File: config.mk
export PLATFORM = sky130hd
export DESIGN_NAME = fetch_unit
export DESIGN_NICKNAME = d
export VERILOG_FILES = /design/src/rtl/fetch_unit_pkg.sv /design/src/rtl/fetch_unit_fifo.sv /design/src/rtl/fetch_unit.sv
export SDC_FILE = /design/constraint.sdc
export NUM_CORES = 1
export LEC_CHECK = 0
export BUFFER_PORTS_ARGS = -buffer_cell sky130_fd_sc_hd__buf_2
export CAP_MARGIN = 20
export CELL_PAD_IN_SITES_DETAIL_PLACEMENT = 1
export CELL_PAD_IN_SITES_GLOBAL_PLACEMENT = 2
export CORE_MARGIN = 2
export CORE_UTILIZATION = 42
export CTS_CLUSTER_SIZE = 20
export DETAILED_ROUTE_END_ITERATION = 10
export PLACE_DENSITY = 0.83
export SYNTH_ARGS = -nofsm -noshare
export SYNTH_HDL_FRONTEND = slang
export SYNTH_HIERARCHICAL = 1
export SYNTH_SLANG_ARGS = --single-unit
File: constraint.sdc
create_clock -name clk -period 4.9 [get_ports clk]
set_input_delay 0.49 -clock clk [delete_from_list [all_inputs] [get_ports clk]]
set_output_delay 0.49 -clock clk [all_outputs]
set_load 0.02 [all_outputs]
File: src/rtl/fetch_unit_pkg.sv
// Shared definitions for the instruction fetch front-end: FSM states,
// PC step and the queue-space helper.
package fetch_unit_pkg;

    localparam int FETCH_STATESIZE = 2;
    localparam int PC_STEP         = 4;

    typedef enum logic [FETCH_STATESIZE-1:0] {
        FETCH_IDLE = 2'd0,
        FETCH_WAIT = 2'd1,
        FETCH_DROP = 2'd2
    } fetch_state_e;

    // Occupancy counts queued entries plus the request still in flight.
    function automatic logic fetch_has_space(input int unsigned occupancy,
                                             input int unsigned depth);
        return (occupancy < depth);
    endfunction

endpackage

File: src/rtl/fetch_unit_fifo.sv
// Prefetch queue of (pc, instruction) pairs; head is presented combinationally
// and reads as zero when the queue is empty.
module fetch_fifo #(
    parameter int PW    = 64,
    parameter int IW    = 32,
    parameter int DEPTH = 4
) (
    input  logic                       clk,
    input  logic                       rst_n,
    input  logic                       i_push,
    input  logic [PW-1:0]              i_pc,
    input  logic [IW-1:0]              i_inst,
    input  logic                       i_pop,
    input  logic                       i_flush,
    output logic [$clog2(DEPTH):0]     o_count,
    output logic                       o_valid,
    output logic [PW-1:0]              o_pc,
    output logic [IW-1:0]              o_inst
);

    localparam int AW = $clog2(DEPTH);
    localparam int CW = AW + 1;

    logic [PW-1:0] r_pc_mem   [DEPTH];
    logic [IW-1:0] r_inst_mem [DEPTH];
    logic [AW-1:0] r_rd_ptr;
    logic [AW-1:0] r_wr_ptr;
    logic [CW-1:0] r_count;

    logic w_do_pop;
    logic w_do_push;

    assign w_do_pop  = i_pop & (r_count != {CW{1'b0}});
    assign w_do_push = i_push & ((r_count != CW'(DEPTH)) | w_do_pop);

    // Storage, pointers and occupancy; flush empties the queue in one edge.
    always_ff @(posedge clk or negedge rst_n) begin
        if (!rst_n) begin
            for (int i = 0; i < DEPTH; i++) begin
                r_pc_mem[i]   <= {PW{1'b0}};
                r_inst_mem[i] <= {IW{1'b0}};
            end
            r_rd_ptr <= {AW{1'b0}};
            r_wr_ptr <= {AW{1'b0}};
            r_count  <= {CW{1'b0}};
        end else if (i_flush) begin
            r_rd_ptr <= {AW{1'b0}};
            r_wr_ptr <= {AW{1'b0}};
            r_count  <= {CW{1'b0}};
        end else begin
            if (w_do_push) begin
                r_pc_mem[r_wr_ptr]   <= i_pc;
                r_inst_mem[r_wr_ptr] <= i_inst;
                r_wr_ptr             <= r_wr_ptr + AW'(1);
            end
            if (w_do_pop) begin
                r_rd_ptr <= r_rd_ptr + AW'(1);
            end
            case ({w_do_push, w_do_pop})
                2'b10:   r_count <= r_count + CW'(1);
                2'b01:   r_count <= r_count - CW'(1);
                default: r_count <= r_count;
            endcase
        end
    end

    // Head view; zeroed when empty so IF-ID sees a clean nop.
    always_comb begin
        o_pc   = {PW{1'b0}};
        o_inst = {IW{1'b0}};
        if (r_count != {CW{1'b0}}) begin
            o_pc   = r_pc_mem[r_rd_ptr];
            o_inst = r_inst_mem[r_rd_ptr];
        end else begin
            o_pc   = {PW{1'b0}};
            o_inst = {IW{1'b0}};
        end
    end

    assign o_count = r_count;
    assign o_valid = (r_count != {CW{1'b0}});

endmodule

File: src/rtl/fetch_unit.sv
// Instruction fetch front-end: handshaked variable-latency memory port feeding
// a prefetch queue, with hazard stall and write-back branch redirect.
module fetch_unit
    import fetch_unit_pkg::*;
#(
    parameter int                  WORDSIZE = 64,
    parameter int                  INSTSIZE = 32,
    parameter int                  DEPTH    = 4,
    parameter logic [WORDSIZE-1:0] RESETPC  = {WORDSIZE{1'b0}}
) (
    input  logic                clk,
    input  logic                rst,
    input  logic                stall,
    input  logic                redirect,
    input  logic [WORDSIZE-1:0] redirect_pc,
    output logic                imem_req,
    output logic [WORDSIZE-1:0] imem_addr,
    input  logic                imem_ack,
    input  logic [INSTSIZE-1:0] imem_data,
    output logic                out_valid,
    output logic [WORDSIZE-1:0] out_pc,
    output logic [INSTSIZE-1:0] out_inst
);

    localparam int CW = $clog2(DEPTH) + 1;

    fetch_state_e        r_state;
    logic [WORDSIZE-1:0] r_fetch_pc;
    logic [WORDSIZE-1:0] r_addr;
    logic                r_req;

    logic [CW-1:0]       w_count;
    logic                w_head_valid;
    logic                w_pop;
    logic                w_push;
    logic                w_inflight;
    logic                w_space;
    logic [WORDSIZE-1:0] w_next_pc;

    assign w_pop      = w_head_valid & ~stall & ~redirect;
    assign w_push     = imem_ack & (r_state == FETCH_WAIT) & ~redirect;
    assign w_inflight = (r_state == FETCH_WAIT);
    assign w_next_pc  = r_fetch_pc + WORDSIZE'(PC_STEP);
    // An acked request turns into a queued entry, so it still counts once.
    assign w_space    = fetch_has_space(32'(w_count) - 32'(w_pop) + 32'(w_inflight),
                                        32'(DEPTH));

    fetch_fifo #(
        .PW    (WORDSIZE),
        .IW    (INSTSIZE),
        .DEPTH (DEPTH)
    ) u_fifo (
        .clk     (clk),
        .rst_n   (rst),
        .i_push  (w_push),
        .i_pc    (r_addr),
        .i_inst  (imem_data),
        .i_pop   (w_pop),
        .i_flush (redirect),
        .o_count (w_count),
        .o_valid (w_head_valid),
        .o_pc    (out_pc),
        .o_inst  (out_inst)
    );

    // Request FSM; redirect outranks everything, a stale ack is absorbed in DROP.
    always_ff @(posedge clk or negedge rst) begin
        if (!rst) begin
            r_state    <= FETCH_IDLE;
            r_fetch_pc <= RESETPC;
            r_req      <= 1'b0;
            r_addr     <= RESETPC;
        end else begin
            case (r_state)
                FETCH_IDLE: begin
                    if (redirect) begin
                        r_fetch_pc <= redirect_pc;
                    end else if (w_space) begin
                        r_req   <= 1'b1;
                        r_addr  <= r_fetch_pc;
                        r_state <= FETCH_WAIT;
                    end
                end
                FETCH_WAIT: begin
                    if (redirect) begin
                        r_fetch_pc <= redirect_pc;
                        r_req      <= 1'b0;
                        r_state    <= imem_ack ? FETCH_IDLE : FETCH_DROP;
                    end else if (imem_ack) begin
                        r_fetch_pc <= w_next_pc;
                        if (w_space) begin
                            r_addr <= w_next_pc;
                        end else begin
                            r_req   <= 1'b0;
                            r_state <= FETCH_IDLE;
                        end
                    end
                end
                FETCH_DROP: begin
                    if (redirect) begin
                        r_fetch_pc <= redirect_pc;
                    end
                    if (imem_ack) begin
                        r_state <= FETCH_IDLE;
                    end
                end
                default: begin
                    r_state <= FETCH_IDLE;
                    r_req   <= 1'b0;
                end
            endcase
        end
    end

    assign imem_req  = r_req;
    assign imem_addr = r_addr;
    assign out_valid = w_head_valid;

endmodule

== Word level (Yosys, flattened, before mapping) ==
Cells that the tools add are included.
W data, S select, Z words.
Storage, ports and cells
  latch bits: 0
  flip-flop bits (word level): 522
  output and inout port bits: 162
  input port bits: 101
  bits in read-only memories: 0
  logic and storage cells: 110
  memories kept: 0
  RAM bits: 0
Operators by class
  multiplexer cells: 44
  divide/modulo/power cells: 0
  multipliers: 0
  add/sub/neg operators: 7
  bitwise logic cells: 12
  reduce and logical (&&, ||, !) cells: 14
  eq/ne operators: 14
  $lt $le $gt $ge: 4
  shift operators: 0
Operator list (number)
  $mux W64: 12
  $bwmux W256: 1
  $pmux W64 S2: 2
  $bmux W64 S2: 1
  $bwmux W128: 1
  $demux W64 S2: 1
  $mux W32: 4
  $add A64 B3 Y64 const B: 1
  $bmux W32 S2: 1
  $demux W32 S2: 1
  $lt A32 B3 Y1 const B: 1
  $mux W2: 11
  $ne A2 B2 Y1 const B: 5
  $reduce_and A5 Y1: 2
  $ne A3 B3 Y1 const B: 3
  $reduce_bool A2 Y1: 4
  $and A1 B1 Y1: 6
  $ge A3 B3 Y1 const B: 2
  $not A2 Y3: 2
  $pmux W2 S3: 1
  $pmux W3 S2: 1
  $reduce_and A6 Y1: 1
  $reduce_bool A3 Y1: 2
  $add A4 B2 Y5: 1
  other kinds (18): 28

== Depth between registers and ports, before layout ==
Gate-level depths: netlist of run 1.
  word-level depth: 10
  gate-level depth with buffers: 15
  mapped depth without buffers: 9

== Hierarchy ==
The synthesis of run 1 kept the hierarchy.
Modules (own cells, without submodules)
  fetch_fifo: area each 18601.6 sq um, times used 1, sequential area each 9784.4 sq um, cells an instance 1096
  fetch_unit: area each 8247.9 sq um, times used 1, sequential area each 3278.1 sq um, cells an instance 967

== Least setup slack after synthesis of run 1 ==
Ideal clock, no wire load.
  path kind: register -> register
  start: register u_fifo.r_count[2] (netlist: u_fifo/o_count[2])
  end: register r_addr[10] (netlist: imem_addr[10])
  arrival: 3748 ps
  clock period less this slack: 3873 ps
  required time: 4775 ps
  library setup time: 125 ps
  path buffers: 5
  path slack: 1027 ps
  cell stages (with the launch flop): 15
  cell sequence: dfrtp_1 buf_2 or3_1 clkbuf_1 clkbuf_1 nor3b_1 ha_1 ha_1 nor4b_1 or4_1 nand3_1 and2_1 clkbuf_1 clkbuf_1 mux2_2
Between the ends
  cells in the longest elaborated chain, start to end: 8
  elaborated cells between the ends (all ways): 9
  those cells by class: add/sub (2); order compare (1); eq/ne (2); bitwise (2); reduce/logical (2)
RTL lines
  start, declared: RTL line fetch_unit_fifo.sv:28  | logic [CW-1:0] r_count;
  start signal, assigned: RTL line fetch_unit_fifo.sv:45  | r_count <= {CW{1'b0}};
  start signal, assigned: RTL line fetch_unit_fifo.sv:49  | r_count <= {CW{1'b0}};
  start signal, assigned: RTL line fetch_unit_fifo.sv:60  | 2'b10: r_count <= r_count + CW'(1);
  $reduce_bool A3 Y1 (*): RTL line fetch_unit_fifo.sv:81  | assign o_valid = (r_count != {CW{1'b0}});
  net out_valid: RTL line fetch_unit.sv:20  | output logic out_valid,
  $and A1 B1 Y1 (*) (2 in a row): RTL line fetch_unit.sv:40  | assign w_pop = w_head_valid & ~stall & ~redirect;
  net w_pop: RTL line fetch_unit.sv:34  | logic w_pop;
  $sub A3 B1 Y4 (*): RTL line fetch_unit.sv:45  | assign w_space = fetch_has_space(32'(w_count) - 32'(w_pop) + 32'(w_inflight),
  $add A4 B2 Y5 (*): RTL line fetch_unit.sv:45
  $lt A32 B3 Y1 (*): RTL line fetch_unit_pkg.sv:17  | return (occupancy < depth);
  $ne A2 B1 Y1 (no line) / $ne A2 B2 Y1 (equally long branches)
  $reduce_and A6 Y1 (no line) (*)
  end signal, assigned: RTL line fetch_unit.sv:80  | r_addr <= r_fetch_pc;
  end signal, assigned: RTL line fetch_unit.sv:92  | r_addr <= w_next_pc;
  end, declared: RTL line fetch_unit.sv:29  | logic [WORDSIZE-1:0] r_addr;
Mark *: on every way through the listed nets, which the timed path passes. The rest lies on a longest branch.
A chain may end at the register's enable or synchronous reset.

== Final worst setup path of run 1 ==
  start: register u_fifo.r_count[2] (netlist: u_fifo/o_count[2])
  end: register r_addr[41] (netlist: imem_addr[41])
Between the ends
  cells in the longest elaborated chain, start to end: 8
  elaborated cells between the ends (all ways): 9
  those cells by class: add/sub (2); order compare (1); eq/ne (2); bitwise (2); reduce/logical (2)
RTL lines (RTL line)
  $reduce_bool A3 Y1 (*): fetch_unit_fifo.sv:81
  $and A1 B1 Y1 (*) (2 in a row): fetch_unit.sv:40
  net w_pop: fetch_unit.sv:34
  $sub A3 B1 Y4 (*): fetch_unit.sv:45
  $add A4 B2 Y5 (*): fetch_unit.sv:45
  $lt A32 B3 Y1 (*): fetch_unit_pkg.sv:17
  $ne A2 B1 Y1 (no line) / $ne A2 B2 Y1 (equally long branches)
  $reduce_and A6 Y1 (no line) (*)
Marked as above.

==> results.yml, run 1 <==
synth:
  synth_area_leaders: "dfrtp_1, mux2_2, mux2_4, mux4_2, and2_1"
  synth_nets: 2172
  seq_area_frac_synth_pct: 48.65
  synthMuxAreaShare_pct: 27.69
  ys_types: 70
  synthArstFlopShare_pct: 100.0
  synth_area_um2: 26850
  synth_compound_area_share_pct: 6.678
  ys_ff_latch: 522
  synth_edf_count: 0
  yosysTopAreaCellShare_pct: 48.65
  postSynthCellCount: 2063
  synth-xor-area-share_pct: 1.403
  synth_top_family_by_area: "multiplexers"
  synth.avg_cell_area_um2: 13.01
  yosys.area.top_type: "dfrtp_1"
  ys.flop_type: "dfrtp_1"
  synth_simple_gate_area_share_pct: 10.80
  ys_warn_count: 6
  yosys.area_share.adder_pct: 0.4008
run:
  cap_violations: 0
detailed_routing:
  drtAntennaViolNets: 0
  post_drt_wl_per_cell_um: 25.42
  drc: 0
  drt_wl_total_mm: 79.79
  drtPass1Iterations: 5
  drt-initial-drc-count: 1233
  vias_per_cell: 5.890
  num_vias: 18489
sta:
  tightest_slew_ps: 1107
  fin_crit_sh_pct: 79.93
  setup_ws_ps: 983.6
  relSlewSlack_pct: 26.18
  slew_viol_final: 0
  fin_hold_ws_ps: -39.99
  rsz0062_at_grt: "false"
  timing.setup.tns_ps: 0
  timing.final.hold_violations: 9
  finalCriticalPeriod_ps: 3916
  fin_skew_ps: 31.59
  clock.fmax_mhz: 255.3
  finalSetupViolations: 0
power:
  internal-power_mw: 8.944
  clkPwrFrac_pct: 35.6
  pwr_density_cell_nw_per_um2: 410.7
  power.switching_mw: 3.621
  netSwitchingFraction_pct: 28.82
  combPwrFrac_pct: 18.1
  peakVddDrop_mv: 0.2819
  p_leak_nw: 13.95
  seq_power_share_pct: 46.3
floorplan:
  die_x_um: 256.8
  fp-row-count: 92
  chipHeight_um: 256.8
  start_util_pct: 42.49
  fp.coreArea_um2: 63200
  die-area_um2: 65970
  top_level_ports: 263
critical_path:
  r2r_end: "imem_addr[41]$_DFFE_PN0P_"
  cp-start-kind: "register"
  end_kind: "register"
  critical_path_arrival_ps: 4400
  crit_required_ps: 5380
  r2r_slack_ps: 980
  reg2reg_depth: 11
  worstPathMaxFanout: 21
  critPathKind: "register to register"
  r2r_start: "u_fifo/o_count[2]$_DFFE_PN0P_"
grt:
  grt_max_degree: 136
  grt_overflow: 0
  grt_pass1_vias: 20059
  grt_use_total_pct: 24.19
  antenna_found_initial: 3
  grt_pass1_wl_mm: 124.4
clock_network:
  cts.repair.resized: 0
  clk-insertion-delay-late_ps: 630
  cts.path.max_buffers: 3
  clock-root-buffer: "clkbuf_16"
  clk_pin_slew_worst_paths_ps: 60
  cts.sinks: 522
  cts_hold_buffers: 0
  post_cts.repair.setup_buffers: 0
  cts_tree: "yes"
  cts_buffers: 57
  cts_max_level: 2
final_layout:
  seqCellArea_um2: 13070
  fillCellCount: 6441
  fin_cells: 3139
  layout_commonest_cell: "dfrtp_1"
  num_antenna_cells: 0
  area_growth_pct: 13.95
  nNetsFinal: 2359
  multi_input_comb_area_um2: 12640
  layout-drive-gt1-share_pct: 40.38
  final_cell_mix: "dfrtp_1, buf_2, mux2_2"
placement:
  portBuffers: 262
  place_inst: 3037
  hpwl_mm: 52.89
  dp_slack_ps: 1060
  gp_congestion: 0.8664
status:
  violations: "hold timing"
  outcome: "finished with violations"
worst_hold_path:
  hp-class: "input pin to asynchronous set/reset pin"
==> state kept, by name, indices dropped and copies added (netlist names) <==
| signal | count |
|---|---|
| u_fifo/r_pc_mem | 256 |
| u_fifo/o_count | 3 |
| r_state | 2 |
| r_fetch_pc | 64 |
| u_fifo/r_rd_ptr | 2 |
| u_fifo/r_wr_ptr | 2 |
| imem_addr | 64 |
| imem_req | 1 |
| u_fifo/r_inst_mem | 128 |
==> cells by family (layout without fill, tap and decap cells) <==
kind of cell               Yosys count  in the layout
and+or+nand+nor                    497            497
muxes                              511            511
DFF                                522            522
buffers and inverters              196            426
AOI/OAI and AO/OA                  286            286
adders and majority gates            8              8
xor gates and xnor gates            43             43
==> synthesized netlist by cell type (23+ instances only) <==
master    count
a21oi_1     101
a31oi_1      29
and2_1      109
buf_2        23
clkbuf_1    101
dfrtp_1     522
mux2_2      253
mux2_4      160
mux4_2       96
nand2_1      62
nand3_1      53
nand4_1      44
nor2_1       52
nor3_1       39
nor4_1       26
o21ai_0      45
or3_1        33
xnor2_1      36
==> worst max-delay path by stage <==
stage                                             start  cells after the start                        end
after global routing      u_fifo/o_count[2]$_DFFE_PN0P_                     11  imem_addr[41]$_DFFE_PN0P_
after global placement    u_fifo/o_count[2]$_DFFE_PN0P_                     11  imem_addr[43]$_DFFE_PN0P_
after detailed placement  u_fifo/o_count[2]$_DFFE_PN0P_                     11  imem_addr[41]$_DFFE_PN0P_
final                     u_fifo/o_count[2]$_DFFE_PN0P_                     11  imem_addr[41]$_DFFE_PN0P_
after CTS                 u_fifo/o_count[2]$_DFFE_PN0P_                     11  imem_addr[41]$_DFFE_PN0P_
after floorplan           u_fifo/o_count[2]$_DFFE_PN0P_                     14  imem_addr[10]$_DFFE_PN0P_
==> area by class of cell <==
class / count / area share (%)
sequential: 522 / 42.72
multi-input combinational: 1345 / 41.33
timing repair buffer: 309 / 6.003
clock buffer: 81 / 5.288
tap: 846 / 3.460
clock inverter: 21 / 1.018
inverter: 15 / 0.1840
==> through the flow <==
stage / hold WS, ps / instance area (um^2) / total power [mW] / utilization (%)
2_1_floorplan: 194.4 / 26850 / 7.216 / -
3_3_place_gp: 480.8 / 28670 / 7.975 / 45.36
3_5_place_dp: 484.4 / 28670 / 8.151 / 45.36
4_1_cts: 24.33 / 30600 / 12.70 / 48.41
5_1_grt: 48.48 / 30600 / 13.14 / 48.41
6_report: -39.99 / 30600 / 12.56 / 48.41
==> worst max-delay path, cell delays in order, from the launching register on <==
cell and delay, ps:
dfrtp_1 500, or3_2 530, nor3b_1 160, buf_4 190, ha_1 190, ha_1 270
nor4b_1 440, nand4b_1 150, nand3_1 130, and2_2 510, buf_4 320, mux2_2 360
==> per-layer routing <==
layer | GRT usage (%) | part of all wire, % | vias up
met5 | 0 | 0.011 | -
met4 | 7.784 | 3.2 | 2
met3 | 3.727 | 4.8 | 141
met2 | 39.56 | 48 | 538
met1 | 33.10 | 44 | 9750
li1 | - | - | 8058
==> power groups by stage <==
| stage | Combinational, mW | Clock, mW | Sequential, mW |
|---|---|---|---|
| after floorplan | 1.55 | 0 | 5.67 |
| after global placement | 2.19 | 0 | 5.78 |
| after detailed placement | 2.28 | 0 | 5.87 |
| after CTS | 2.30 | 4.59 | 5.81 |
| after global routing | 2.46 | 4.76 | 5.92 |
| final | 2.28 | 4.47 | 5.82 |
Power figures use the tool's default switching activity.
==> run 2, diff against run 1 <==
--- a/config.mk
+++ b/config.mk
@@ -10,10 +10,10 @@
 export CELL_PAD_IN_SITES_DETAIL_PLACEMENT = 1
 export CELL_PAD_IN_SITES_GLOBAL_PLACEMENT = 2
 export CORE_MARGIN = 2
-export CORE_UTILIZATION = 42
+export CORE_UTILIZATION = 38
 export CTS_CLUSTER_SIZE = 20
 export DETAILED_ROUTE_END_ITERATION = 10
-export PLACE_DENSITY = 0.83
+export PLACE_DENSITY = 0.79
 export SYNTH_ARGS = -nofsm -noshare
 export SYNTH_HDL_FRONTEND = slang
 export SYNTH_HIERARCHICAL = 1
==> constraint.sdc (replaced) <==
create_clock -name clk -period 3.5 [get_ports clk]
set_input_delay 0.35 -clock clk [delete_from_list [all_inputs] [get_ports clk]]
set_output_delay 0.35 -clock clk [all_outputs]
set_load 0.02 [all_outputs]
==> results.yml, run 2 (synthesis results as in run 1) <==
status:
  outcome: "finished, final reports clean"
sta:
  slew_viol_final: 0
  timing.setup.tns_ps: 0
  fin_crit_sh_pct: 88.01
  finalCriticalPeriod_ps: 3080
  clock.fmax_mhz: 324.6
  finalSetupViolations: 0
  rsz0062_at_grt: "false"
  tightest_slew_ps: 796.0
  relSlewSlack_pct: 46.44
  fin_skew_ps: 21.45
  fin_hold_ws_ps: 39.32
  timing.final.hold_violations: 0
floorplan:
  start_util_pct: 38.34
  die-area_um2: 72800
  chipHeight_um: 269.8
  fp.coreArea_um2: 70030
  fp-row-count: 97
  top_level_ports: 263
  die_x_um: 269.8
grt:
  grt_pass1_wl_mm: 128.8
  grt_max_degree: 98
  grt_pass1_vias: 20937
  antenna_found_initial: 5
  grt_overflow: 0
  grt_use_total_pct: 22.62
clock_network:
  cts.repair.resized: 0
  cts_buffers: 58
  cts_max_level: 2
  cts_tree: "yes"
  cts.sinks: 522
  clk-insertion-delay-late_ps: 620
  clock-root-buffer: "clkbuf_16"
  cts_hold_buffers: 31
  clk_pin_slew_worst_paths_ps: 70
  cts.path.max_buffers: 3
  post_cts.repair.setup_buffers: 0
power:
  power.switching_mw: 5.107
  netSwitchingFraction_pct: 28.94
  combPwrFrac_pct: 18.6
  p_leak_nw: 14.28
  pwr_density_cell_nw_per_um2: 562.0
  internal-power_mw: 12.54
  clkPwrFrac_pct: 35.2
  peakVddDrop_mv: 0.4175
  seq_power_share_pct: 46.2
detailed_routing:
  vias_per_cell: 5.702
  post_drt_wl_per_cell_um: 24.89
  drt-initial-drc-count: 1272
  drtPass1Iterations: 5
  drtAntennaViolNets: 0
  num_vias: 18846
  drt_wl_total_mm: 82.27
  drc: 0
critical_path:
  r2r_slack_ps: 420
  crit_required_ps: 3990
  end_kind: "register"
  crit_path_end: "imem_addr[45]$_DFFE_PN0P_"
  r2r_start: "u_fifo/o_count[2]$_DFFE_PN0P_"
  crit_start: "u_fifo/o_count[2]$_DFFE_PN0P_"
  cp-start-kind: "register"
  worstPathMaxFanout: 18
  critical_path_arrival_ps: 3570
  reg2reg_depth: 10
  r2r_end: "imem_addr[45]$_DFFE_PN0P_"
  critPathKind: "register to register"
final_layout:
  nNetsFinal: 2429
  layout_commonest_cell: "dfrtp_1"
  final_cell_area_um2: 31400
  area_growth_pct: 16.93
  reg.largest.list: "u_fifo/r_pc_mem x256, u_fifo/r_inst_mem x128"
  layout-drive-gt1-share_pct: 40.82
  regMostFlops: "u_fifo/r_pc_mem"
  fillCellCount: 7294
  largest_reg_flops: 256
  final_cell_mix: "dfrtp_1, buf_2, mux2_2"
placement:
  gp_congestion: 0.8809
  portBuffers: 262
  hpwl_mm: 54.89
  placed_area_um2: 29140
worst_hold_path:
  hp-class: "input pin to register"
run:
  cap_violations: 0
run 2: cell types whose count changed in the layout (fill, tap and decap cells not counted), moves of 2 or more:
cell           change
buf_4             +31
clkinvlp_4         +3
clkinv_2           -4
bufinv_16          -2
buf_12             +7
dlygate4sd3_1     +31
clkbuf_8           +5
run 2: layout make-up:
class	count	area, um^2	area share (%)
multi-input cells	1345	12650	40.29
clock buffers	87	1690	5.384
well taps	940	1176	3.746
inverters	15	56.30	0.1793
clock inverters	17	231.5	0.7373
repair buffers	378	2520	8.026
diodes	1	2.502	0.007971
flip-flops and latches	522	13070	41.63
run 2: worst max-delay path: stages, from the launching register on:
cell and delay [ps]:
dfrtp_1 380, or3_4 390, nor3b_1 170, ha_1 200
ha_1 280, nor4b_1 410, nand4b_1 150, nand3_1 130
and2_2 280, buf_12 200, mux2_2 350
run 2: worst min-delay path by stage:
| stage | to | startpoint | cells past startpoint | slack [ps] |
|---|---|---|---|---|
| CTS | u_fifo/r_inst_mem[125]$_DFFE_PN0P_ | imem_data[29] | 2 | 3 |
| detailed placement | u_fifo/r_pc_mem[48]$_DFFE_PN0P_ | rst | 1 | 420 |
| global placement | imem_addr[38]$_DFFE_PN0P_ | rst | 1 | 450 |
| finish | r_fetch_pc[17]$_DFFE_PN0P_ | redirect_pc[17] | 3 | 40 |
| global route | u_fifo/r_inst_mem[125]$_DFFE_PN0P_ | imem_data[29] | 2 | 20 |
| floorplan | imem_addr[0]$_DFFE_PN0P_ | rst | 0 | 50 |
run 2: layer usage:
metal / track usage (%) / vias up / wire length, um
met5: 0 / - / 32
met4: 7.807 / 4 / 2584
met3: 3.992 / 160 / 4149
met1: 29.91 / 9985 / 35840
li1: - / 8199 / -
met2: 37.54 / 498 / 39670
run 2: power by group through the flow:
stage,Combinational [mW],Sequential (mW),Clock (mW)
finish,3.28,8.15,6.21
global route,3.56,8.30,6.62
CTS,3.32,8.14,6.36
detailed placement,3.26,8.23,0
global placement,3.13,8.10,0
floorplan,2.17,7.93,0
run 2: through the flow:
| stage | utilization, % | power, mW | std cells | worst slack (ps) |
|---|---|---|---|---|
| floorplan | - | 10.11 | 2063 | 7.526 |
| global placement | 41.61 | 11.24 | 3168 | 524.3 |
| detailed placement | 41.61 | 11.49 | 3168 | 434.7 |
| CTS | 44.80 | 17.82 | 3303 | 385.5 |
| global route | 44.83 | 18.48 | 3304 | 207.4 |
| finish | 44.83 | 17.65 | 3305 | 419.6 |
==> run 3, diff against run 2 <==
--- a/config.mk
+++ b/config.mk
@@ -10,11 +10,10 @@
 export CELL_PAD_IN_SITES_DETAIL_PLACEMENT = 1
 export CELL_PAD_IN_SITES_GLOBAL_PLACEMENT = 2
 export CORE_MARGIN = 2
-export CORE_UTILIZATION = 38
+export CORE_UTILIZATION = 41
 export CTS_CLUSTER_SIZE = 20
 export DETAILED_ROUTE_END_ITERATION = 10
-export PLACE_DENSITY = 0.79
+export PLACE_DENSITY = 0.83
 export SYNTH_ARGS = -nofsm -noshare
 export SYNTH_HDL_FRONTEND = slang
-export SYNTH_HIERARCHICAL = 1
 export SYNTH_SLANG_ARGS = --single-unit
==> constraint.sdc (replaced) <==
create_clock -name clk -period 3.2 [get_ports clk]
set_input_delay 0.32 -clock clk [delete_from_list [all_inputs] [get_ports clk]]
set_output_delay 0.32 -clock clk [all_outputs]
set_load 0.02 [all_outputs]
==> results.yml, run 3 <==
clock_network:
  cts.sinks: 522
  clock-root-buffer: "clkbuf_16"
  post_cts.repair.setup_buffers: 0
  cts.path.max_buffers: 3
  cts_max_level: 2
  cts_tree: "yes"
  cts_buffers: 58
  clk_pin_slew_worst_paths_ps: 60
  clk-insertion-delay-late_ps: 620
critical_path:
  critPathKind: "register to register"
  worstPathMaxFanout: 5
  crit_family: "simple AND/OR/NAND/NOR gates"
  crit_path_max_incr_delay_ps: 540
  end_kind: "register"
  critical_path_arrival_ps: 3520
  crit_required_ps: 3750
  crit_path_cell_trace: "nor3_1 -> nor3_1 -> ha_1 -> ha_1 -> o21ai_0 -> a2111o_2 -> or4_1 -> mux2_2 -> nand3_1"
  path_buf_inv: 0
  cp-start-kind: "register"
  cp_slowest_cell: "a2111o_2"
detailed_routing:
  drt-initial-drc-count: 1137
  drc: 0
  drtPass1Iterations: 4
  drtAntennaViolNets: 0
  vias_per_cell: 5.682
  post_drt_wl_per_cell_um: 23.76
  num_vias: 18306
  drt_wl_total_mm: 76.56
synth:
  ys_ff_latch: 522
  ys.flop_type: "dfrtp_1"
  synth_area_leaders: "dfrtp_1, mux2_2, mux4_2, and2_1, nand2_1"
  seq_area_frac_synth_pct: 51.15
  ys_warn_count: 0
  synth.avg_cell_area_um2: 12.31
  synthArstFlopShare_pct: 100.0
  ys_types: 65
  yosysTopAreaCellShare_pct: 51.15
  yosys.area.top_type: "dfrtp_1"
  synth_edf_count: 0
  postSynthCellCount: 2075
  synth_most_common_cell: "dfrtp_1"
  synth_commonest_cells: "dfrtp_1, mux2_2, nand2_1"
  synth_area_um2: 25540
  synth_nets: 2184
power:
  power.switching_mw: 10.51
  pwr_density_cell_nw_per_um2: 895.8
  p_leak_nw: 13.56
  netSwitchingFraction_pct: 38.54
  combPwrFrac_pct: 36.7
  internal-power_mw: 16.75
  seq_power_share_pct: 38.6
  peakVddDrop_mv: 0.4696
  clkPwrFrac_pct: 24.6
sta:
  timing.final.hold_violations: 0
  slew_viol_final: 0
  setup_ws_ps: 227.9
  relSlewSlack_pct: 45.05
  fin_crit_sh_pct: 92.88
  timing.setup.tns_ps: 0
  finalSetupViolations: 0
  clock.fmax_mhz: 336.5
  rsz0062_at_grt: "false"
  tightest_slew_ps: 824.3
  fin_skew_ps: 24.99
  finalCriticalPeriod_ps: 2972
worst_hold_path:
  hp-class: "input pin to register"
floorplan:
  fp.coreArea_um2: 61600
  die_x_um: 253.6
  die-area_um2: 64300
  top_level_ports: 263
  chipHeight_um: 253.6
  start_util_pct: 41.46
  fp-row-count: 91
placement:
  portBuffers: 262
  hpwl_mm: 50.89
  gp_congestion: 0.8957
  dp_slack_ps: 233.4
final_layout:
  final_cell_mix: "dfrtp_1, mux2_2, buf_2"
  layout_commonest_cell: "dfrtp_1"
  largest_reg_flops: 256
  regMostFlops: "u_fifo.r_pc_mem"
  layout-drive-gt1-share_pct: 38.92
  nNetsFinal: 2445
  fillCellCount: 6332
  reg.largest.list: "u_fifo.r_pc_mem x256, u_fifo.r_inst_mem x128"
  area_growth_pct: 19.14
grt:
  grt_pass1_vias: 19695
  grt_overflow: 0
  grt_use_total_pct: 23.93
  grt_max_degree: 103
  antenna_found_initial: 2
  grt_pass1_wl_mm: 119.0
run:
  cap_violations: 0
status:
  outcome: "finished, final reports clean"
## run 3: cell families (layout without fill, tap and decap cells)
| family | count (synthesis) | in the layout | synth area share, % |
|---|---|---|---|
| adders and majority gates | 8 | 8 | 0.4213 |
| muxes | 496 | 496 | 26.05 |
| DFF | 522 | 522 | 51.15 |
| and+or+nand+nor | 561 | 561 | 11.57 |
| buffers and inverters | 193 | 500 | 3.145 |
| AOI/OAI and AO/OA | 251 | 251 | 6.159 |
| xor gates and xnor gates | 44 | 44 | 1.509 |
| other | 0 | 3 | 0 |
## run 3: layer usage
metal | up-vias | track usage [%] | wire [um]
met4 | 0 | 5.850 | 1525
met2 | 437 | 40.12 | 37520
met3 | 90 | 3.452 | 3634
met5 | - | 0 | 0
li1 | 8131 | - | -
met1 | 9648 | 32.77 | 33880
## run 3: worst register-to-register path: cells and delay by family (launching register included)
| family | cells | cell delay, ps |
|---|---|---|
| mux | 1 | 270 |
| flops | 1 | 450 |
| fa+ha+maj | 2 | 490 |
| compound gates | 2 | 670 |
| simple gates | 4 | 1030 |
## run 3: path summary, 6_finish.rpt
check                                               from                           endpoint  slack (ps)  depth (start not counted)
setup / recovery           u_fifo.o_count[0]$_DFFE_PN0P_          imem_addr[61]$_DFFE_PN0P_         230                          9
hold / removal                           redirect_pc[16]         r_fetch_pc[16]$_DFFE_PN0P_          30                          3
setup reg to reg           u_fifo.o_count[0]$_DFFE_PN0P_          imem_addr[61]$_DFFE_PN0P_         230                          9
hold reg to reg                r_fetch_pc[1]$_DFFE_PN0P_           imem_addr[1]$_DFFE_PN0P_         490                          2
max in group asynchronous                            rst   u_fifo.r_pc_mem[176]$_DFFE_PN0P_        1920                          3
min in group asynchronous                            rst  u_fifo.r_inst_mem[92]$_DFFE_PN0P_         340                          2
## run 3: cell type report
type,instances,area [um^2],share of cell area (%)
antenna,3,7.507,0.02467
clock buffer,83,1667,5.478
clock inverter,23,252.7,0.8307
inverter,16,62.56,0.2056
multi-input combinational,1360,11720,38.51
sequential,522,13070,42.96
tap,837,1047,3.442
timing repair buffer,378,2603,8.554
## run 3: through the flow
step	power [mW]	area [um^2]	cells	hold slack, ps	util (%)
2_1_floorplan	16.53	25540	2075	24.41	-
3_3_place_gp	20.09	28010	3064	427.1	45.47
3_5_place_dp	20.62	28010	3064	433.6	45.47
4_1_cts	27.50	30420	3219	4.822	49.38
5_1_grt	28.74	30420	3221	33.71	49.39
6_report	27.26	30430	3222	32.76	49.39
## run 3: power by group through the flow
stage | Combinational [mW] | Sequential (mW) | Clock (mW)
after CTS | 10.1 | 10.5 | 6.88
after floorplan | 6.53 | 10.0 | 0
final | 10.0 | 10.5 | 6.72
after detailed placement | 10.0 | 10.6 | 0
after global placement | 9.75 | 10.3 | 0
after global routing | 10.8 | 10.8 | 7.16
## run 3: timing repair
item,in CTS,in global routing
hold endpoints to repair,227,0
endpoints found under the setup margin,0,16
resized for setup,0,1
hold buffers,49,0
